`config.mk`:
```
export PLATFORM = sky130hd
export DESIGN_NAME = pipelined_logic_unit
export DESIGN_NICKNAME = d
export VERILOG_FILES = /design/src/rtl/pipelined_logic_unit.sv
export SDC_FILE = /design/constraint.sdc
export NUM_CORES = 1
export LEC_CHECK = 0
export BUFFER_PORTS_ARGS = -buffer_cell sky130_fd_sc_hd__buf_2
export CAP_MARGIN = 30
export CORE_MARGIN = 2
export CORE_UTILIZATION = 35
export DETAILED_ROUTE_END_ITERATION = 10
export PLACE_DENSITY = 0.58
export SLEW_MARGIN = 5
export SYNTH_ARGS = -nofsm -noshare
export SYNTH_HDL_FRONTEND = slang
export SYNTH_SLANG_ARGS = --single-unit
```
`constraint.sdc`:
```
create_clock -name clk -period 2.53 [get_ports clk]
set_clock_uncertainty 0.1 [all_clocks]
set_input_delay 0.506 -clock clk [delete_from_list [all_inputs] [get_ports clk]]
set_output_delay 0.506 -clock clk [all_outputs]
set_load 0.05 [all_outputs]
```
`src/rtl/pipelined_logic_unit.sv`:
```
// pipelined_logic_unit: one-stage valid/ready bitwise logic unit with zero/parity flags
// and a wrapping count of accepted operand sets.
module pipelined_logic_unit #(
  parameter int WIDTH = 8,
  parameter int CNT_W = 16
) (
  input  logic             clk,
  input  logic             rst_n,
  input  logic             in_valid,
  output logic             in_ready,
  input  logic [WIDTH-1:0] a,
  input  logic [WIDTH-1:0] b,
  input  logic [2:0]       op,
  output logic             out_valid,
  input  logic             out_ready,
  output logic [WIDTH-1:0] result,
  output logic             zero,
  output logic             parity,
  output logic [CNT_W-1:0] op_count,
  input  logic             clr_count
);
  typedef enum logic {EMPTY, FULL} state_t;
  state_t state, state_nxt;
  logic xfer;
  logic [WIDTH-1:0] res_nxt;
  always_ff @(posedge clk or negedge rst_n)
    if (!rst_n) state <= EMPTY;
    else state <= state_nxt;
  always_comb
    state_nxt = xfer ? FULL : (state == FULL && out_ready) ? EMPTY : state;
  always_comb begin
    out_valid = state == FULL;
    in_ready  = !out_valid || out_ready;
  end
  assign xfer = in_valid && in_ready;
  always_comb begin
    res_nxt = a;
    case (op)
      3'd0: res_nxt = a & b;
      3'd1: res_nxt = a | b;
      3'd2: res_nxt = ~a;
      3'd3: res_nxt = ~(a & b);
      3'd4: res_nxt = ~(a | b);
      3'd5: res_nxt = a ^ b;
      3'd6: res_nxt = ~(a ^ b);
      default: res_nxt = a;
    endcase
  end
  // Flags are derived from the same next value so all three outputs move together.
  always_ff @(posedge clk or negedge rst_n)
    if (!rst_n) begin
      result <= '0;
      zero   <= 1'b1;
      parity <= 1'b0;
    end else if (xfer) begin
      result <= res_nxt;
      zero   <= ~|res_nxt;
      parity <= ^res_nxt;
    end
  always_ff @(posedge clk or negedge rst_n)
    if (!rst_n) op_count <= '0;
    else if (clr_count) op_count <= '0;
    else if (xfer) op_count <= op_count + CNT_W'(1);
endmodule
```
# Word level (Yosys, flattened, before mapping)
# Cells that the tools add are included.
[totals]
reg_bits = 27
inputBits = 24
out_inout_bits = 28
word_cells = 34
[classes]
n_addsub = 1
eq_ne = 6
mux = 5
bitwise_logic = 7
reduce_logical = 10
[op_table]
columns = ["operator", "n"]
rows = [
  ["8-bit case mux with 7 select lines", 1],
  ["16-bit 2-to-1 mux", 2],
  ["8-bit NOT", 4],
  ["16-bit by 1-bit adder with 16-bit output, second input constant", 1],
  ["3-bit == test, second input constant", 3],
  ["8-bit AND", 1],
  ["8-bit bitwise OR", 1],
  ["8-bit OR reduction", 1],
  ["8-bit XOR reduction", 1],
  ["8-bit XOR", 1],
  ["3-bit by 2-bit == test with 1-bit output, second input constant", 2],
  ["2-bit nonzero test", 2],
  ["3-bit by 1-bit == test with 1-bit output, second input constant", 1],
  ["3-bit logical NOT", 1],
  ["1-bit logical AND", 2],
  ["1-bit logical NOT", 2],
  ["1-bit 2-to-1 mux", 2],
  ["1-bit logical OR", 1],
]

# Depth between registers and ports, before layout
# Gate-level depths: netlist of run 1.
[logic_depth]
word_depth = 5
ltp_mapped = 11

# Least setup slack after synthesis of run 1
# Ideal clock, no wire load.
[synth_timing]
path_type = "input -> register"
from = "in op[2]"
to = "reg parity"
t_arrival_ps = 2347
required_ps = 2298
setup_slack_ps = -49
stages = 10
n_path_buf = 2
cell_sequence = "buf_2 > buf_2 > or2_2 > a311o_1 > o31a_1 > o21bai_1 > ha_1 > xnor2_1 > xnor2_1 > o21ai_0"
[synth_between]
elab_chain_cells = 3
[synth_rtl]
columns = ["element", "line", "rtl"]
rows = [
  ["from (decl)", "13", "input logic [2:0] op,"],
  ["3-bit == test, or another cell as far along", "38", "case (op)"],
  ["8-bit case mux with 7 select lines (*)", "38", ""],
  ["8-bit XOR reduction (*)", "58", "parity <= ^res_nxt;"],
  ["to (signal assigned)", "58", ""],
  ["to (decl)", "18", "output logic parity,"],
]
# Mark *: on every way between the ends. The rest lies on a longest branch, timed or not.
# A chain may end at the register's enable or synchronous reset.

# Worst setup path in the final report of run 1
[layout_timing]
from = "in a[7]"
to = "reg parity"
[layout_between]
elab_chain_cells = 4
[layout_rtl]
columns = ["element", "line", "rtl"]
rows = [
  ["from (decl)", "11", "input logic [WIDTH-1:0] a,"],
  ["8-bit XOR, or another cell as far along", "44, 45", ""],
  ["8-bit NOT (on tied branches)", "45, 42, 43", ""],
  ["8-bit case mux with 7 select lines (*)", "38", ""],
  ["8-bit XOR reduction (*)", "58", ""],
]
# Marks and branches as above.

==> summary.txt, run 1 <==
Pwr
  – Leakage Power: 1.34 nW
  – Peak ir drop on the vdd network: 0.000244 V
  – Power density relative to cell area: 442 nW/um^2
  – Post-layout power: 1.22 mW

Synth
  – Fraction of the yosys area taken by sequential cells: 0.301
  – Predominant post-synthesis flop cell: dfrtp_1
  – Synth Area per Inst: 8.40 sq um
  – Synth Register Bits: 27
  – Most common cell in the synthesized netlist: o21ai_0
  – Number of enable flip-flop cells after synthesis: 0
  – Share of async-settable or async-resettable flops after synthesis: 1.00
  – Top cells by area, synth: dfrtp_1 (29%), ha_1 (12%), o21ai_0 (6.2%)
  – Total standard cell area after synthesis: 2250 sq um
  – Cell type with the largest total area after synthesis: dfrtp_1
  – Fraction of post-synthesis cell area in the top cell type by area: 0.289
  – Synth warnings: 0
  – Ranking of synthesized cells by instance count: o21ai_0 (28), dfrtp_1 (26), ha_1 (21), nand2_1 (21), inv_1 (19)
  – Number of standard cells after synthesis: 268
  – Number of library cell types mapped by synthesis: 45
  – Number of nets in the synthesized netlist: 313

Clock network
  – H-tree depth: 1
  – CTS tree: built
  – # Post-CTS Setup Buffers: 0
  – Post-cts hold buffer count: 0
  – Clock network latency to the later pin of the worst-skew pair: 270 ps
  – Clock-pin slew of the registers on the worst-case setup and hold paths: 100 ps
  – Clock root buffer master: clkbuf_8
  – Post-cts gate resize count: 0
  – Number of buffers created by CTS: 3
  – Maximum clock insertion buffer count: 2
  – # clock sinks: 27

STA
  – Setup violators final: 0
  – Worst slack on hold paths: 126 ps
  – Worst relative slew slack: 0.598
  – Peak Freq: 0.442 GHz
  – Worst-margin pin slew: 604 ps
  – Shortest clock period the worst path allows after layout: 2260 ps
  – Final hold violation count: 0
  – Unrepaired setup endpoints after global routing: no
  – Slew Limit Fails: 0
  – Final clock period utilization by the worst path: 0.895

Global routing
  – Number of antenna violations at the first check in global routing: 0
  – GRT overflow: 0
  – Global routing's busiest layer: met2
  – Met1 Resource Use GR: 0.200
  – Global-route wire length before repair: 8880 um
  – Maximum number of pins on one net before global-route repair: 28
  – Global-route track usage on met2: 0.253
  – Overall routing resource usage: 0.149
  – Number of global-route vias before repair: 1958
  – GRT met3 Usage: 0.0167

Placed design
  – Routability cong.: 0.836
  – Number of input and output port buffers inserted: 51
  – # placed instances: 403
  – Placement-stage cell area: 2710 sq um
  – Placed wire-length estimate: 4040 um

Routing
  – WL/cell: 12.6 um
  – Drc violations: 0
  – Post-detailed-route count of antenna-violating nets: 0
  – Via/cell ratio: 5.15
  – DRT Pass-1 Iters: 4
  – Aggregate routed wire length: 5130 um
  – Detailed Route Iter0 Violations: 71
  – Number of vias in the routed layout: 2096

Setup path
  – Kind of capture point of the worst setup path: register
  – Register-to-Register Path Depth: 5
  – Crit-path max FO: 2
  – Critical path class: in -> reg
  – Type of element launching the critical path: input port
  – Critical path data arrival time: 2330 ps
  – Required time of the worst setup path: 2590 ps

Finish
  – Final design instance area without fill: 2750 sq um
  – Layout cells sized above 1: 0.288
  – Number of cells in the finished layout apart from fillers: 407
  – Post-layout utilization of the core: 0.438
  – Count of inserted antenna diode cells: 0
  – Filler cells: 663
  – Synth-to-Final Area Change: 22.2%
  – Final Net Count: 376

Floorplanning
  – Y dimension of the die: 84.2 um
  – Total core area: 6280 sq um
  – Die area: 7090 sq um
  – Chip width: 84.2 um
  – Standard-cell rows: 29
  – Number of primary I/O pins: 52
  – Starting Density: 0.359

Worst hold path
  – Worst hold path class: in -> async

Run status
  – Result of the run: finished, final reports clean

Run
  – Max-Cap Viols: 0
-- final timing paths --
path                                  start      endpoint  slack, ps
worst max-delay path                   a[7]        parity        270
worst min-delay path                  rst_n     out_valid        130
worst max register to register  op_count[0]  op_count[14]        580
worst min register to register         zero          zero        380
max in group asynchronous             rst_n  op_count[13]       1810
min in group clk                       zero          zero        380
-- power by group --
part	total, mW	internal, mW	switching, mW
clock	0.253	0.113	0.140
combinational	0.476	0.177	0.299
sequential	0.487	0.466	0.0211
-- per-stage QoR --
step           TNS [ps]  worst slack (ps)
2_1_floorplan         0              4.71
3_3_place_gp          0              2.30
3_5_place_dp      -34.1             -34.1
4_1_cts               0               257
5_1_grt               0               146
6_report              0               265
-- area by class of cell --
type	instances	area [sq um]	share of cell area
tap	77	96.3	0.0350
multi-input combinational	205	1420	0.515
inverter	20	75.1	0.0273
clock buffer	4	45.0	0.0164
timing repair buffer	74	440	0.160
sequential	27	677	0.246
-- cells by family (layout without fill, tap and decap cells) --
logic type / Yosys count / in the layout / share of synthesized area
AND/OR/NAND/NOR: 94 / 94 / 0.227
AO/OA/AOI/OAI: 66 / 66 / 0.176
buffers and inverters: 36 / 98 / 0.0700
flip-flops: 27 / 27 / 0.301
adder cells (fa/ha/maj): 21 / 21 / 0.117
multiplexers: 13 / 13 / 0.0661
XOR/XNOR: 11 / 11 / 0.0428
-- cells in the final DEF, fill, tap and decap left out, drive strengths merged, types with 4 or more instances in the layout --
cell     n
nand2   21
or3      8
ha      21
nor2b    7
o21ai   28
o31ai    4
mux2     5
nand3   12
xnor2    6
clkbuf   4
inv     20
nor2    14
nand3b   5
a21oi   17
dfrtp   26
nor3     5
xor2     5
mux2i    7
nand4    5
a31o     4
buf     74
-- layer usage --
metal | share of wire | up-vias
met5 | 0 | -
met4 | 0.0082 | 0
met3 | 0.047 | 5
met2 | 0.46 | 49
met1 | 0.48 | 972
li1 | - | 1070
-- registers in the layout, summed over array words and instances (netlist names) --
| name | count |
|---|---|
| op_count | 16 |
| zero | 1 |
| result | 8 |
| parity | 1 |
| out_valid | 1 |
-- worst max-delay path: stages --
cell and delay, ps:
buf_2 100, inv_1 40, ha_1 260, nand2b_1 160, a311o_1 320, o31a_1 120, o21bai_1 160, ha_1 290
xnor2_1 170, xnor2_1 130, o21ai_0 80
Power figures use the tool's default switching activity.
==> run 2, diff against run 1 <==
Clock period 2.53 ns to 2.1 ns, I/O delays scaled along.
==> run 2 against run 1 <==
The run now ends with setup timing left. Combinational power is 43% higher. Global-route usage is 0.45 points higher. Via count is 2.2% higher. Non-clock buffer count is 24 higher. Critical endpoint unchanged.
==> summary.txt, run 2 (synthesis results as in run 1) <==
Run status
  – Result of the run: finished, violations left (was finished, final reports clean)
  – Failing checks: setup timing

Setup path
  – Largest stage delay on the critical path: 330 ps (was 320 ps)
  – Worst path cell trace: buf_8 -> inv_4 -> ha_4 -> nand2b_4 -> a311o_1 -> o31a_1 -> o21bai_1 -> ha_1 -> xnor2_2 -> xnor2_1 -> o21ai_1 (was buf_2 -> inv_1 -> ha_1 -> nand2b_1 -> a311o_1 -> o31a_1 -> o21bai_1 -> ha_1 -> xnor2_1 -> xnor2_1 -> o21ai_0)
  – Critical path data arrival time: 2200 ps (was 2330 ps)
  – Required time of the worst setup path: 2180 ps (was 2590 ps)
  – Kind of capture point of the worst setup path: register (unchanged)
  – Worst-path cell with the longest stage delay: ha_1 (was a311o_1)
  – Type of element launching the critical path: input port (unchanged)
  – Crit-path max FO: 2 (unchanged)
  – Critical path class: in -> reg (unchanged)

Clock network
  – Clock root buffer master: clkbuf_8 (unchanged)
  – Clock-pin slew of the registers on the worst-case setup and hold paths: 100 ps (about the same)
  – # clock sinks: 27 (unchanged)
  – CTS tree: built (unchanged)
  – Post-cts hold buffer count: 0 (unchanged)
  – H-tree depth: 1 (unchanged)
  – Clock network latency to the later pin of the worst-skew pair: 280 ps (was 270 ps)
  – Maximum clock insertion buffer count: 2 (unchanged)
  – Number of buffers created by CTS: 3 (unchanged)

Floorplanning
  – Y dimension of the die: 84.2 um (unchanged)
  – Die area: 7090 sq um (unchanged)
  – Starting Density: 0.359 (unchanged)
  – Chip width: 84.2 um (unchanged)
  – Total core area: 6280 sq um (unchanged)
  – Number of primary I/O pins: 52 (unchanged)
  – Standard-cell rows: 29 (unchanged)

STA
  – Shortest clock period the worst path allows after layout: 2120 ps
  – Worst slack on hold paths: 36.4 ps (was 126 ps)
  – Post-route setup slack: -19.8 ps (was 265 ps)
  – Setup violators final: 1 (was 0)
  – Unrepaired setup endpoints after global routing: yes (was no)
  – Slew Limit Fails: 0 (unchanged)
  – Sum Neg Setup Slack: -19.8 ps (was 0 ps)
  – Worst-margin pin slew: 613 ps (was 604 ps)
  – Final clock period utilization by the worst path: 1.01
  – Peak Freq: 0.472 GHz
  – Final hold violation count: 0 (unchanged)
  – Worst relative slew slack: 0.592 (was 0.598)

Finish
  – Area of the multi-input gates: 1530 sq um (was 1420 sq um)
  – Final Net Count: 400 (was 376)
  – Filler cells: 595 (was 663)
  – Layout cells sized above 1: 0.395 (was 0.288)
  – Commonest non-fill, non-tap cell in the layout: buf_2 (unchanged)
  – Number of cells in the finished layout apart from fillers: 431 (was 407)
  – Synth-to-Final Area Change: 36.5% (was 22.2%)
  – Leading cell types in the layout, fill and taps excluded: buf_2 (48), buf_4 (45), o21ai_0 (23), dfrtp_1 (22), nand2_1 (21) (was buf_2 (51), o21ai_0 (28), dfrtp_1 (26), buf_4 (22))
  – Sequential cell area in the final layout: 682 sq um (was 677 sq um)
  – Largest registers in the final layout: op_count: 16 flops, result: 8 flops (unchanged)
  – Top reg by flops: op_count (unchanged)
  – Post-layout utilization of the core: 0.490 (was 0.438)
  – Final design instance area without fill: 3070 sq um (was 2750 sq um)
  – Count of inserted antenna diode cells: 0 (unchanged)
  – Number of flip-flops in the largest register: 16 (unchanged)

Global routing
  – Overall routing resource usage: 0.153 (was 0.149)
  – Global-route wire length before repair: 9220 um (was 8880 um)
  – Maximum number of pins on one net before global-route repair: 28 (unchanged)
  – Number of antenna violations at the first check in global routing: 0 (unchanged)
  – GRT overflow: 0 (unchanged)
  – Number of global-route vias before repair: 2084 (was 1958)

Routing
  – DRT Pass-1 Iters: 4 (unchanged)
  – Detailed Route Iter0 Violations: 81 (was 71)
  – WL/cell: 12.5 um (was 12.6 um)
  – Number of vias in the routed layout: 2143 (was 2096)
  – Post-detailed-route count of antenna-violating nets: 0 (unchanged)
  – Via/cell ratio: 4.97 (was 5.15)
  – Aggregate routed wire length: 5400 um (was 5130 um)
  – Drc violations: 0 (unchanged)

Pwr
  – Combinational fraction of design power: 0.431 (was 0.392)
  – Switch share: 0.380 (was 0.378)
  – Power density relative to cell area: 515 nW/um^2 (was 442 nW/um^2)
  – Leakage Power: 1.47 nW (was 1.34 nW)
  – Psw: 0.600 mW (was 0.460 mW)
  – Internal portion of total power: 0.981 mW (was 0.756 mW)
  – Peak ir drop on the vdd network: 0.000253 V (was 0.000244 V)
  – Part of the total power dissipated in the clock network: 0.197 (was 0.208)
  – Post-layout power: 1.58 mW (was 1.22 mW)
  – Sequential share of power: 0.371 (was 0.400)

Placed design
  – Number of input and output port buffers inserted: 51 (unchanged)
  – Worst Setup Slack post-DPL: -424 ps (was -34.1 ps)
  – Routability cong.: 0.781 (was 0.836)
  – Placed wire-length estimate: 4230 um (was 4040 um)
  – # placed instances: 426 (was 403)
  – Placement-stage cell area: 2880 sq um (was 2710 sq um)

Run
  – Max-Cap Viols: 0 (unchanged)

Worst hold path
  – Worst hold path class: in -> async (unchanged)
-- run 2: cell types whose count changed in the layout (fill, tap and decap cells not counted), moves of 3 or more --
cell	previous run	this run
buf_4	22	45
o21ai_1	0	5
buf_2	51	48
buf_6	0	4
o21ai_0	28	23
dfrtp_2	0	4
inv_1	19	16
ha_1	21	15
ha_4	0	5
dfrtp_1	26	22
-- run 2: worst max-delay path: cells and delay by family --
family	cells	cell delay (ps)
AO/OA/AOI/OAI	4	680
AND/OR/NAND/NOR	1	130
buffers and inverters	2	150
adder cells (fa/ha/maj)	2	520
XOR/XNOR	2	320
-- run 2: per-layer routing --
metal,GRT usage,part of all wire,vias to the layer above
li1,-,-,1121
met1,0.202,0.49,978
met2,0.261,0.46,37
met3,0.0157,0.032,7
met4,0.0528,0.014,0
met5,0,0,-
-- run 2: layout make-up --
| type | count | area share |
|---|---|---|
| multi-input combinational | 205 | 0.497 |
| tap | 77 | 0.0314 |
| timing repair buffer | 98 | 0.208 |
| clock inverter | 1 | 0.00244 |
| clock buffer | 3 | 0.0134 |
| inverter | 20 | 0.0261 |
| sequential | 27 | 0.222 |
-- run 2: worst paths after layout --
path / from / endpoint / slack (ps) / depth (start not counted)
min reg2reg: zero / zero / 380 / 2
max reg2reg: op_count[1] / op_count[14] / 140 / 5
max: b[7] / parity / -20 / 11
min in group clk: zero / zero / 380 / 2
min: rst_n / op_count[10] / 40 / 1
max in group asynchronous: rst_n / op_count[0] / 1420 / 1
-- run 2: what timing repair did --
action	CTS	global route
setup endpoints to repair	1	1
resized for setup	6	20
pin swaps	6	7
buffers inserted	0	1
cloned	0	0
-- run 2: power by group through the flow --
stage	sequential [mW]	clock, mW	combinational [mW]
after floorplan	0.744	0	0.272
after global placement	0.597	0	0.613
after CTS	0.588	0.330	0.636
after detailed placement	0.598	0	0.620
final	0.588	0.312	0.682
after global routing	0.594	0.344	0.747
